===== config.mk =====
export PLATFORM = sky130hd
export DESIGN_NAME = mem_arbiter
export DESIGN_NICKNAME = d
export VERILOG_FILES = /design/src/rtl/mem_arbiter_pkg.sv /design/src/rtl/mem_arbiter_fetch_buffer.sv /design/src/rtl/mem_arbiter.sv
export SDC_FILE = /design/constraint.sdc
export NUM_CORES = 1
export LEC_CHECK = 0
export CAP_MARGIN = 20
export CORE_MARGIN = 1.5
export CORE_UTILIZATION = 40
export DETAILED_ROUTE_END_ITERATION = 16
export PLACE_DENSITY = 0.77
export SLEW_MARGIN = 10
export SYNTH_ARGS = -nofsm -noshare
export SYNTH_HDL_FRONTEND = slang
export SYNTH_SLANG_ARGS = --single-unit

===== constraint.sdc =====
create_clock -name i_clk -period 1.9 [get_ports i_clk]
set_input_delay 0.38 -clock i_clk [delete_from_list [all_inputs] [get_ports i_clk]]
set_output_delay 0.38 -clock i_clk [all_outputs]
set_load 0.01 [all_outputs]

===== src/rtl/mem_arbiter_pkg.sv =====
// Shared types and helpers for the instruction/data memory bus arbiter.
// Holds the FSM state and grant encodings used by the arbiter and its fetch buffer.
package mem_arbiter_pkg;

  localparam int unsigned TAG_W = 30;

  typedef enum logic [1:0] {
    IDLE  = 2'd0,
    IBUS  = 2'd1,
    DBUS  = 2'd2,
    DRESP = 2'd3
  } arb_state_e;

  typedef enum logic {
    GNT_I = 1'b0,
    GNT_D = 1'b1
  } grant_e;

  // The bus is word-addressed; byte offsets are carried by the write strobes.
  function automatic logic [31:0] word_align(input logic [31:0] addr);
    return {addr[31:2], 2'b00};
  endfunction

endpackage


===== src/rtl/mem_arbiter_fetch_buffer.sv =====
// One-entry instruction fetch buffer: fills on fetch ack, hit-compares against
// the current fetch address, and drops its entry when a store hits its word.
module fetch_buffer
  import mem_arbiter_pkg::*;
(
  input  logic             clk_i,
  input  logic             rst_i,
  input  logic             fill_i,
  input  logic [TAG_W-1:0] fill_tag_i,
  input  logic [31:0]      fill_data_i,
  input  logic             inval_i,
  input  logic [TAG_W-1:0] inval_tag_i,
  input  logic [TAG_W-1:0] lookup_tag_i,
  output logic             hit_o,
  output logic [31:0]      data_o
);

  logic [TAG_W-1:0] tag_q, tag_d;
  logic [31:0]      data_q, data_d;
  logic             ok_q, ok_d;

  // Fill and store-invalidate come from different FSM states, so they never collide.
  always_comb begin
    tag_d  = tag_q;
    data_d = data_q;
    ok_d   = ok_q;
    if (fill_i) begin
      tag_d  = fill_tag_i;
      data_d = fill_data_i;
      ok_d   = 1'b1;
    end else if (inval_i && (inval_tag_i == tag_q)) begin
      ok_d = 1'b0;
    end
  end

  always_ff @(posedge clk_i) begin
    if (rst_i) begin
      tag_q  <= '0;
      data_q <= '0;
      ok_q   <= 1'b0;
    end else begin
      tag_q  <= tag_d;
      data_q <= data_d;
      ok_q   <= ok_d;
    end
  end

  assign hit_o  = ok_q && (tag_q == lookup_tag_i);
  assign data_o = data_q;

endmodule


===== src/rtl/mem_arbiter.sv =====
// Shares one ack-handshaked memory bus between the CPU fetch and load/store ports,
// with data-first priority and alternating grants under contention.
module mem_arbiter
  import mem_arbiter_pkg::*;
#(
  parameter bit DATA_PRIO = 1'b1
) (
  input  logic        i_clk,
  input  logic        i_rst,
  input  logic [31:0] i_addr_i,
  output logic [31:0] o_data_i,
  output logic        o_valid_i,
  input  logic [31:0] i_addr_d,
  input  logic        i_rd_d,
  input  logic [3:0]  i_wr_d,
  input  logic [31:0] i_data_wr_d,
  output logic [31:0] o_data_rd_d,
  output logic        o_valid_d,
  output logic [31:0] o_mem_addr,
  output logic        o_mem_rd,
  output logic [3:0]  o_mem_wr,
  output logic [31:0] o_mem_data_wr,
  input  logic [31:0] i_mem_data_rd,
  input  logic        i_mem_ack
);

  arb_state_e  state_q;
  grant_e      last_grant_q;
  logic [31:0] mem_addr_q;
  logic        mem_rd_q;
  logic [3:0]  mem_wr_q;
  logic [31:0] mem_data_wr_q;
  logic [31:0] data_rd_q;
  logic        valid_d_q;

  logic        dreq;
  logic        imiss;
  logic        fetch_hit;
  logic [31:0] fetch_data;
  logic        grant_valid;
  grant_e      grant_sel;
  logic        fill;
  logic        inval;

  assign dreq  = i_rd_d | (|i_wr_d);
  assign imiss = !fetch_hit;

  // Under contention the port that did not win last time goes next; DATA_PRIO
  // only decides the tie-break after an instruction grant.
  always_comb begin
    grant_valid = 1'b0;
    grant_sel   = GNT_I;
    if (dreq && imiss) begin
      grant_valid = 1'b1;
      if (last_grant_q == GNT_D) begin
        grant_sel = GNT_I;
      end else begin
        grant_sel = DATA_PRIO ? GNT_D : GNT_I;
      end
    end else if (dreq) begin
      grant_valid = 1'b1;
      grant_sel   = GNT_D;
    end else if (imiss) begin
      grant_valid = 1'b1;
      grant_sel   = GNT_I;
    end
  end

  always_ff @(posedge i_clk) begin
    if (i_rst) begin
      state_q       <= IDLE;
      last_grant_q  <= GNT_I;
      mem_addr_q    <= '0;
      mem_rd_q      <= 1'b0;
      mem_wr_q      <= '0;
      mem_data_wr_q <= '0;
      data_rd_q     <= '0;
      valid_d_q     <= 1'b0;
    end else begin
      case (state_q)
        IDLE: begin
          valid_d_q <= 1'b0;
          if (grant_valid) begin
            last_grant_q <= grant_sel;
            if (grant_sel == GNT_D) begin
              // A request with any byte enable set is a store, even if rd is also high.
              mem_addr_q    <= word_align(i_addr_d);
              mem_rd_q      <= i_rd_d && (i_wr_d == 4'b0000);
              mem_wr_q      <= i_wr_d;
              mem_data_wr_q <= i_data_wr_d;
              state_q       <= DBUS;
            end else begin
              mem_addr_q <= word_align(i_addr_i);
              mem_rd_q   <= 1'b1;
              mem_wr_q   <= '0;
              state_q    <= IBUS;
            end
          end
        end
        IBUS: begin
          if (i_mem_ack) begin
            mem_rd_q <= 1'b0;
            state_q  <= IDLE;
          end
        end
        DBUS: begin
          if (i_mem_ack) begin
            if (mem_rd_q) begin
              data_rd_q <= i_mem_data_rd;
            end
            mem_rd_q  <= 1'b0;
            mem_wr_q  <= '0;
            valid_d_q <= 1'b1;
            state_q   <= DRESP;
          end
        end
        DRESP: begin
          valid_d_q <= 1'b0;
          state_q   <= IDLE;
        end
        default: begin
          state_q <= IDLE;
        end
      endcase
    end
  end

  // The buffer is tagged with the latched bus address, not the live fetch address.
  assign fill  = (state_q == IBUS) && i_mem_ack;
  assign inval = (state_q == DBUS) && i_mem_ack && (|mem_wr_q);

  fetch_buffer u_fetch_buffer (
    .clk_i        (i_clk),
    .rst_i        (i_rst),
    .fill_i       (fill),
    .fill_tag_i   (mem_addr_q[31:2]),
    .fill_data_i  (i_mem_data_rd),
    .inval_i      (inval),
    .inval_tag_i  (mem_addr_q[31:2]),
    .lookup_tag_i (i_addr_i[31:2]),
    .hit_o        (fetch_hit),
    .data_o       (fetch_data)
  );

  assign o_valid_i     = fetch_hit;
  assign o_data_i      = fetch_data;
  assign o_data_rd_d   = data_rd_q;
  assign o_valid_d     = valid_d_q;
  assign o_mem_addr    = mem_addr_q;
  assign o_mem_rd      = mem_rd_q;
  assign o_mem_wr      = mem_wr_q;
  assign o_mem_data_wr = mem_data_wr_q;

endmodule

Word-level counts from Yosys, hierarchy flattened

Index checks and enable logic that the tools add are counted.

Register bits after elaboration: 168
Bits in latches: 0
Memory bits (writable): 0
Memory bits (read-only): 0
Input bits: 136
Memories: 0

Add/subtract/negate cells: 0
$mul: 0
Divide/modulo/power cells: 0
$lt $le $gt $ge: 0
Equality and inequality tests: 9
Shifts and indexed selects: 0
Muxes and demuxes: 24
Bitwise logic cells: 1
Reduce and logical (&&, ||, !) cells: 25

Operators with widths:

| operator             | number |
|---|---|
| $eq A30 B30 Y1       | 2 |
| $mux W32             | 1 |
| $reduce_and A3 Y1    | 5 |
| $mux W1              | 12 |
| $mux W4              | 3 |
| $mux W2              | 4 |
| $pmux W2 S4          | 1 |
| $pmux W4 S2          | 1 |
| $reduce_bool A2 Y1   | 4 |
| $reduce_or A4 Y1     | 2 |
| $logic_and A1 B1 Y1  | 7 |
| $ne A2 B2 Y1 const B | 3 |
| $eq A2 B2 Y1 const B | 2 |
| $logic_not A4 Y1     | 1 |
| $pmux W1 S2          | 2 |
| $reduce_and A2 Y1    | 2 |
| $reduce_or A2 Y1     | 2 |
| $eq A2 B1 Y1 const B | 1 |
| $logic_not A2 Y1     | 1 |
| $ne A2 B1 Y1 const B | 1 |
| $logic_not A1 Y1     | 1 |
| $or A1 B1 Y1         | 1 |

Longest topological paths before layout

Word-level depth: 8
Depth in mapped cells: 8
Mapped depth without buffers: 7

Cells and area by module

From an unflattened synthesis, not the netlist that was laid out.

Cell total of the unflattened synthesis: 765
Area, all modules: 6,900.4 um^2

Modules (own cells, without submodules):

| module       | times used | cells an instance | area each (um^2) | sequential area each (um^2) |
|---|---|---|---|---|
| mem_arbiter  | 1          | 481               | 4,050.1          | 2,062.0 |
| fetch_buffer | 1          | 284               | 2,850.2          | 1,261.2 |

Least setup slack after synthesis

Ideal clock, no wire load.

Path type: input-to-reg
Start point: input i_addr_i[7]
End point: register mem_data_wr_q[3] (netlist: o_mem_data_wr[3])
Arrival time: 1,921 ps
Required time: 1,784 ps
Setup slack: -138 ps
Stages: 8
Buffers on the path: 2
Path through: xnor2_1 nand4_1 nor4_2 a21oi_2 or2_1 buf_6 buf_6 a31o_2

Word-level cells in the longest chain between the ends: 6
Elaborated cells on any way between the ends: 9

Ends and longest elaborated chain:

| item                                                  | line                                 | source |
|---|---|---|
| start, declared                                       | mem_arbiter.sv:10                    | `input logic [31:0] i_addr_i,` |
| $eq A30 B30 Y1 *                                      | mem_arbiter_fetch_buffer.sv:48       | `assign hit_o = ok_q && (tag_q == lookup_tag_i);` |
| $logic_and A1 B1 Y1 *                                 | mem_arbiter_fetch_buffer.sv:48       |  |
| $mux W1 / $logic_not A1 Y1 (equally long branches)    | mem_arbiter.sv:63, mem_arbiter.sv:46 |  |
| $mux W1 / $logic_and A1 B1 Y1 (equally long branches) | mem_arbiter.sv:60, mem_arbiter.sv:53 |  |
| $mux W1                                               | mem_arbiter.sv:53                    | `if (dreq && imiss) begin` |
| $reduce_and A3 Y1 (no source line) *                  | n/a                                  |  |
| end signal, assigned                                  | mem_arbiter.sv:90                    | `mem_data_wr_q <= i_data_wr_d;` |
| end, declared                                         | mem_arbiter.sv:32                    | `logic [31:0] mem_data_wr_q;` |

Every way passes the cells marked *; elsewhere a longest branch is shown, timed or not.
A chain may end at the register's enable or synchronous reset.

Final worst setup path

Start point: register u_fetch_buffer.tag_q[22]
End point: register mem_data_wr_q[18] (netlist: o_mem_data_wr[18])

Word-level cells in the longest chain between the ends: 6
Elaborated cells on any way between the ends: 9

Ends and longest elaborated chain:

| item                                                  | line                                 | source |
|---|---|---|
| start, declared                                       | mem_arbiter_fetch_buffer.sv:18       | `logic [TAG_W-1:0] tag_q, tag_d;` |
| start signal, assigned                                | mem_arbiter_fetch_buffer.sv:42       | `tag_q <= tag_d;` |
| $eq A30 B30 Y1 *                                      | mem_arbiter_fetch_buffer.sv:48       |  |
| $logic_and A1 B1 Y1 *                                 | mem_arbiter_fetch_buffer.sv:48       |  |
| $mux W1 / $logic_not A1 Y1 (equally long branches)    | mem_arbiter.sv:63, mem_arbiter.sv:46 |  |
| $mux W1 / $logic_and A1 B1 Y1 (equally long branches) | mem_arbiter.sv:60, mem_arbiter.sv:53 |  |
| $mux W1                                               | mem_arbiter.sv:53                    |  |
| $reduce_and A3 Y1 (no source line) *                  | n/a                                  |  |

Marked as above.

==> impl_metrics.json <==
{
  "outcome": "finished, violations left",
  "violations": "setup timing",
  "synth_cells": 803,
  "grt_usage": 0.258,
  "worst_clock_skew_ns": 0.0167,
  "mostFrequentLayoutCell": "clkdlybuf4s50_1",
  "overflow": 0,
  "first_pass_iters": 5,
  "max-cap-violations": 0,
  "path_clk_slew_ns": 0.07,
  "p_leak_uw": 0.00465,
  "worstMarginPinSlew_ns": 0.505,
  "dp_slack_ns": -0.954,
  "fp.dieW_microns": 135,
  "crit_fanout": 17,
  "syn_area_per_cell_sq_um": 8.71,
  "finalSetupViolCount": 70,
  "rsz0062_at_grt": "yes",
  "async_flop_share": 0,
  "ys_seq_elements": 166,
  "clkLatencyLatePin_ns": 0.43,
  "endpoint_kind": "register",
  "yosysSeqAreaShare": 0.475,
  "slew_viol_final": 0,
  "fin_cells": 1353,
  "whs_ns": 0.357,
  "syn_area_sq_um": 6990,
  "setup_ws_ns": -0.396,
  "powerDensity_nw_per_um2": 1290,
  "antenna_found_initial": 2,
  "worstPathRequired_ns": 2.27,
  "cts-root-buf": "clkbuf_16",
  "ys_types": 44,
  "wl_per_cell_microns": 18.5,
  "core_sq_um": 17200,
  "relSlewSlack": 0.660,
  "finalWirelength_microns": 25000,
  "dp.cells": 1299,
  "vias": 7255,
  "numCtsBuffers": 17,
  "worstSetupPathType": "reg -> reg",
  "drive_above_1_share": 0.204,
  "die_area_sq_um": 18300,
  "grt_start_max_net_pins": 66,
  "finalCriticalPeriod_ns": 2.30,
  "fmax_mhz": 435,
  "synth_edf_count": 0,
  "final_cell_mix": "233 x clkdlybuf4s50_1, 191 x nand2_1, 148 x dfxtp_1, 127 x a21oi_1, 60 x buf_4",
  "placementRows": 48,
  "final_core_util": 0.694,
  "initial_core_util": 0.407,
  "num-nets-final": 1252,
  "holdCritStartpoint": "i_addr_i[15]",
  "cts.sinks": 166,
  "top_level_ports": 271,
  "gp_congestion": 0.814,
  "ant_nets": 0,
  "cp.arrival_ns": 2.67,
  "dpl.hpwl_microns": 15400,
  "period_share": 1.21,
  "cts_max_level": 4,
  "syn2layout_area_growth_pct": 70.4,
  "ir_drop_mv": 0.934,
  "hp-class": "in -> reg",
  "cp-start-kind": "register",
  "ys.flop_type": "dfxtp_1",
  "worstSetupStartpoint": "u_fetch_buffer.tag_q[22]$_SDFFE_PP0P_",
  "hold_viol_final": 0,
  "grt_pass1_wl_microns": 36600,
  "tritoncts": "built",
  "viasPerCell": 5.36,
  "first_global_vias": 6876,
  "die_y_microns": 135,
  "timing.rr.start": "u_fetch_buffer.tag_q[22]$_SDFFE_PP0P_",
  "cts_max_path_buffers": 2,
  "yosysWarnings": 0,
  "io_buffer_count": 264,
  "drc_errors": 0,
  "drt-initial-drc-count": 472
}
==> cell usage after synthesis (9+ instances only) <==
cell type  number  area, sq um
nand2_1       192          721
dfxtp_1       166         3320
a21oi_1       128          641
clkbuf_1       46          173
inv_1          35          131
nor4b_1        32          280
xnor2_1        30          263
xor2_1         30          263
o221a_1        27          304
a31o_1         18          158
a31o_2         14          123
nor4_1         12         75.1
nand4_1         9         56.3
==> logic make-up after synthesis <==
group,synth area share
mux,0.00143
simple gates,0.184
compound gates,0.197
buf+inv,0.0612
other cells,0.000536
fa+ha+maj,0.00537
xor+xnor,0.0751
flops,0.475
==> critical path, cell delays in order, from the launching register on <==
cell	delay [ns]
dfxtp_2	0.34
xnor2_2	0.21
nand4_1	0.22
nor4_4	0.35
buf_4	0.18
a21oi_4	0.07
buf_4	0.25
nor4b_1	0.47
a31o_4	0.15
==> worst paths after layout <==
check,slack (ns),cells past startpoint,to
max,-0.40,8,o_mem_data_wr[18]$_SDFFE_PP0P_
min,0.36,4,o_mem_addr[15]$_SDFFE_PP0P_
max reg2reg,-0.40,8,o_mem_data_wr[18]$_SDFFE_PP0P_
min reg2reg,0.45,2,o_data_rd_d[22]$_SDFFE_PP0P_
==> timing repair <==
item                       in CTS  in global routing
pin swaps                      27                 34
setup endpoints to repair      70                 73
resized for setup              98                 60
hold endpoints to repair        0                  0
cloned                          7                  5
buffers inserted               12                  6
hold buffers                    0                  0
==> power breakdown <==
group / internal [uW] / leakage (uW) / total, uW / switching (uW)
clock network: 2010 / 0.000294 / 3540 / 1540
logic: 3560 / 0.00299 / 6810 / 3250
registers: 4250 / 0.00136 / 4990 / 739
==> per-layer routing <==
metal | wire length, microns | part of all wire | track usage | vias to the layer above
met5 | 0 | 0 | 0 | -
met4 | 582 | 0.023 | 0.0872 | 0
met3 | 2000 | 0.080 | 0.0763 | 51
met2 | 12500 | 0.50 | 0.432 | 318
met1 | 9950 | 0.40 | 0.316 | 3477
li1 | - | - | - | 3409
==> flip-flops by register name, summed over array words and instances, names as in the netlist <==
signal / cells
o_data_rd_d: 32
o_mem_data_wr: 32
state_q: 2
o_mem_wr: 4
u_fetch_buffer.tag_q: 30
last_grant_q: 1
u_fetch_buffer.ok_q: 1
u_fetch_buffer.data_o: 32
o_mem_addr: 30
o_valid_d: 1
o_mem_rd: 1
==> area by class of cell <==
cell class,instances,area [sq um]
Inverter,36,135
Fill cell,1301,5260
Clock buffer,18,439
Multi-Input combinational cell,541,3920
Timing Repair Buffer,351,3620
Antenna cell,2,5.00
Clock inverter,14,163
Tap cell,225,282
Sequential cell,166,3350
==> per-stage QoR <==
step	TNS, ns	area (sq um)	total power (uW)
floorplan	-5.08	7060	7530
global placement	-59.81	10400	10300
detailed placement	-60.19	10400	10300
CTS	-19.68	11600	14900
global route	-23.79	11900	16000
finish	-19.94	11900	15300
(Power assumes the default switching activity.)
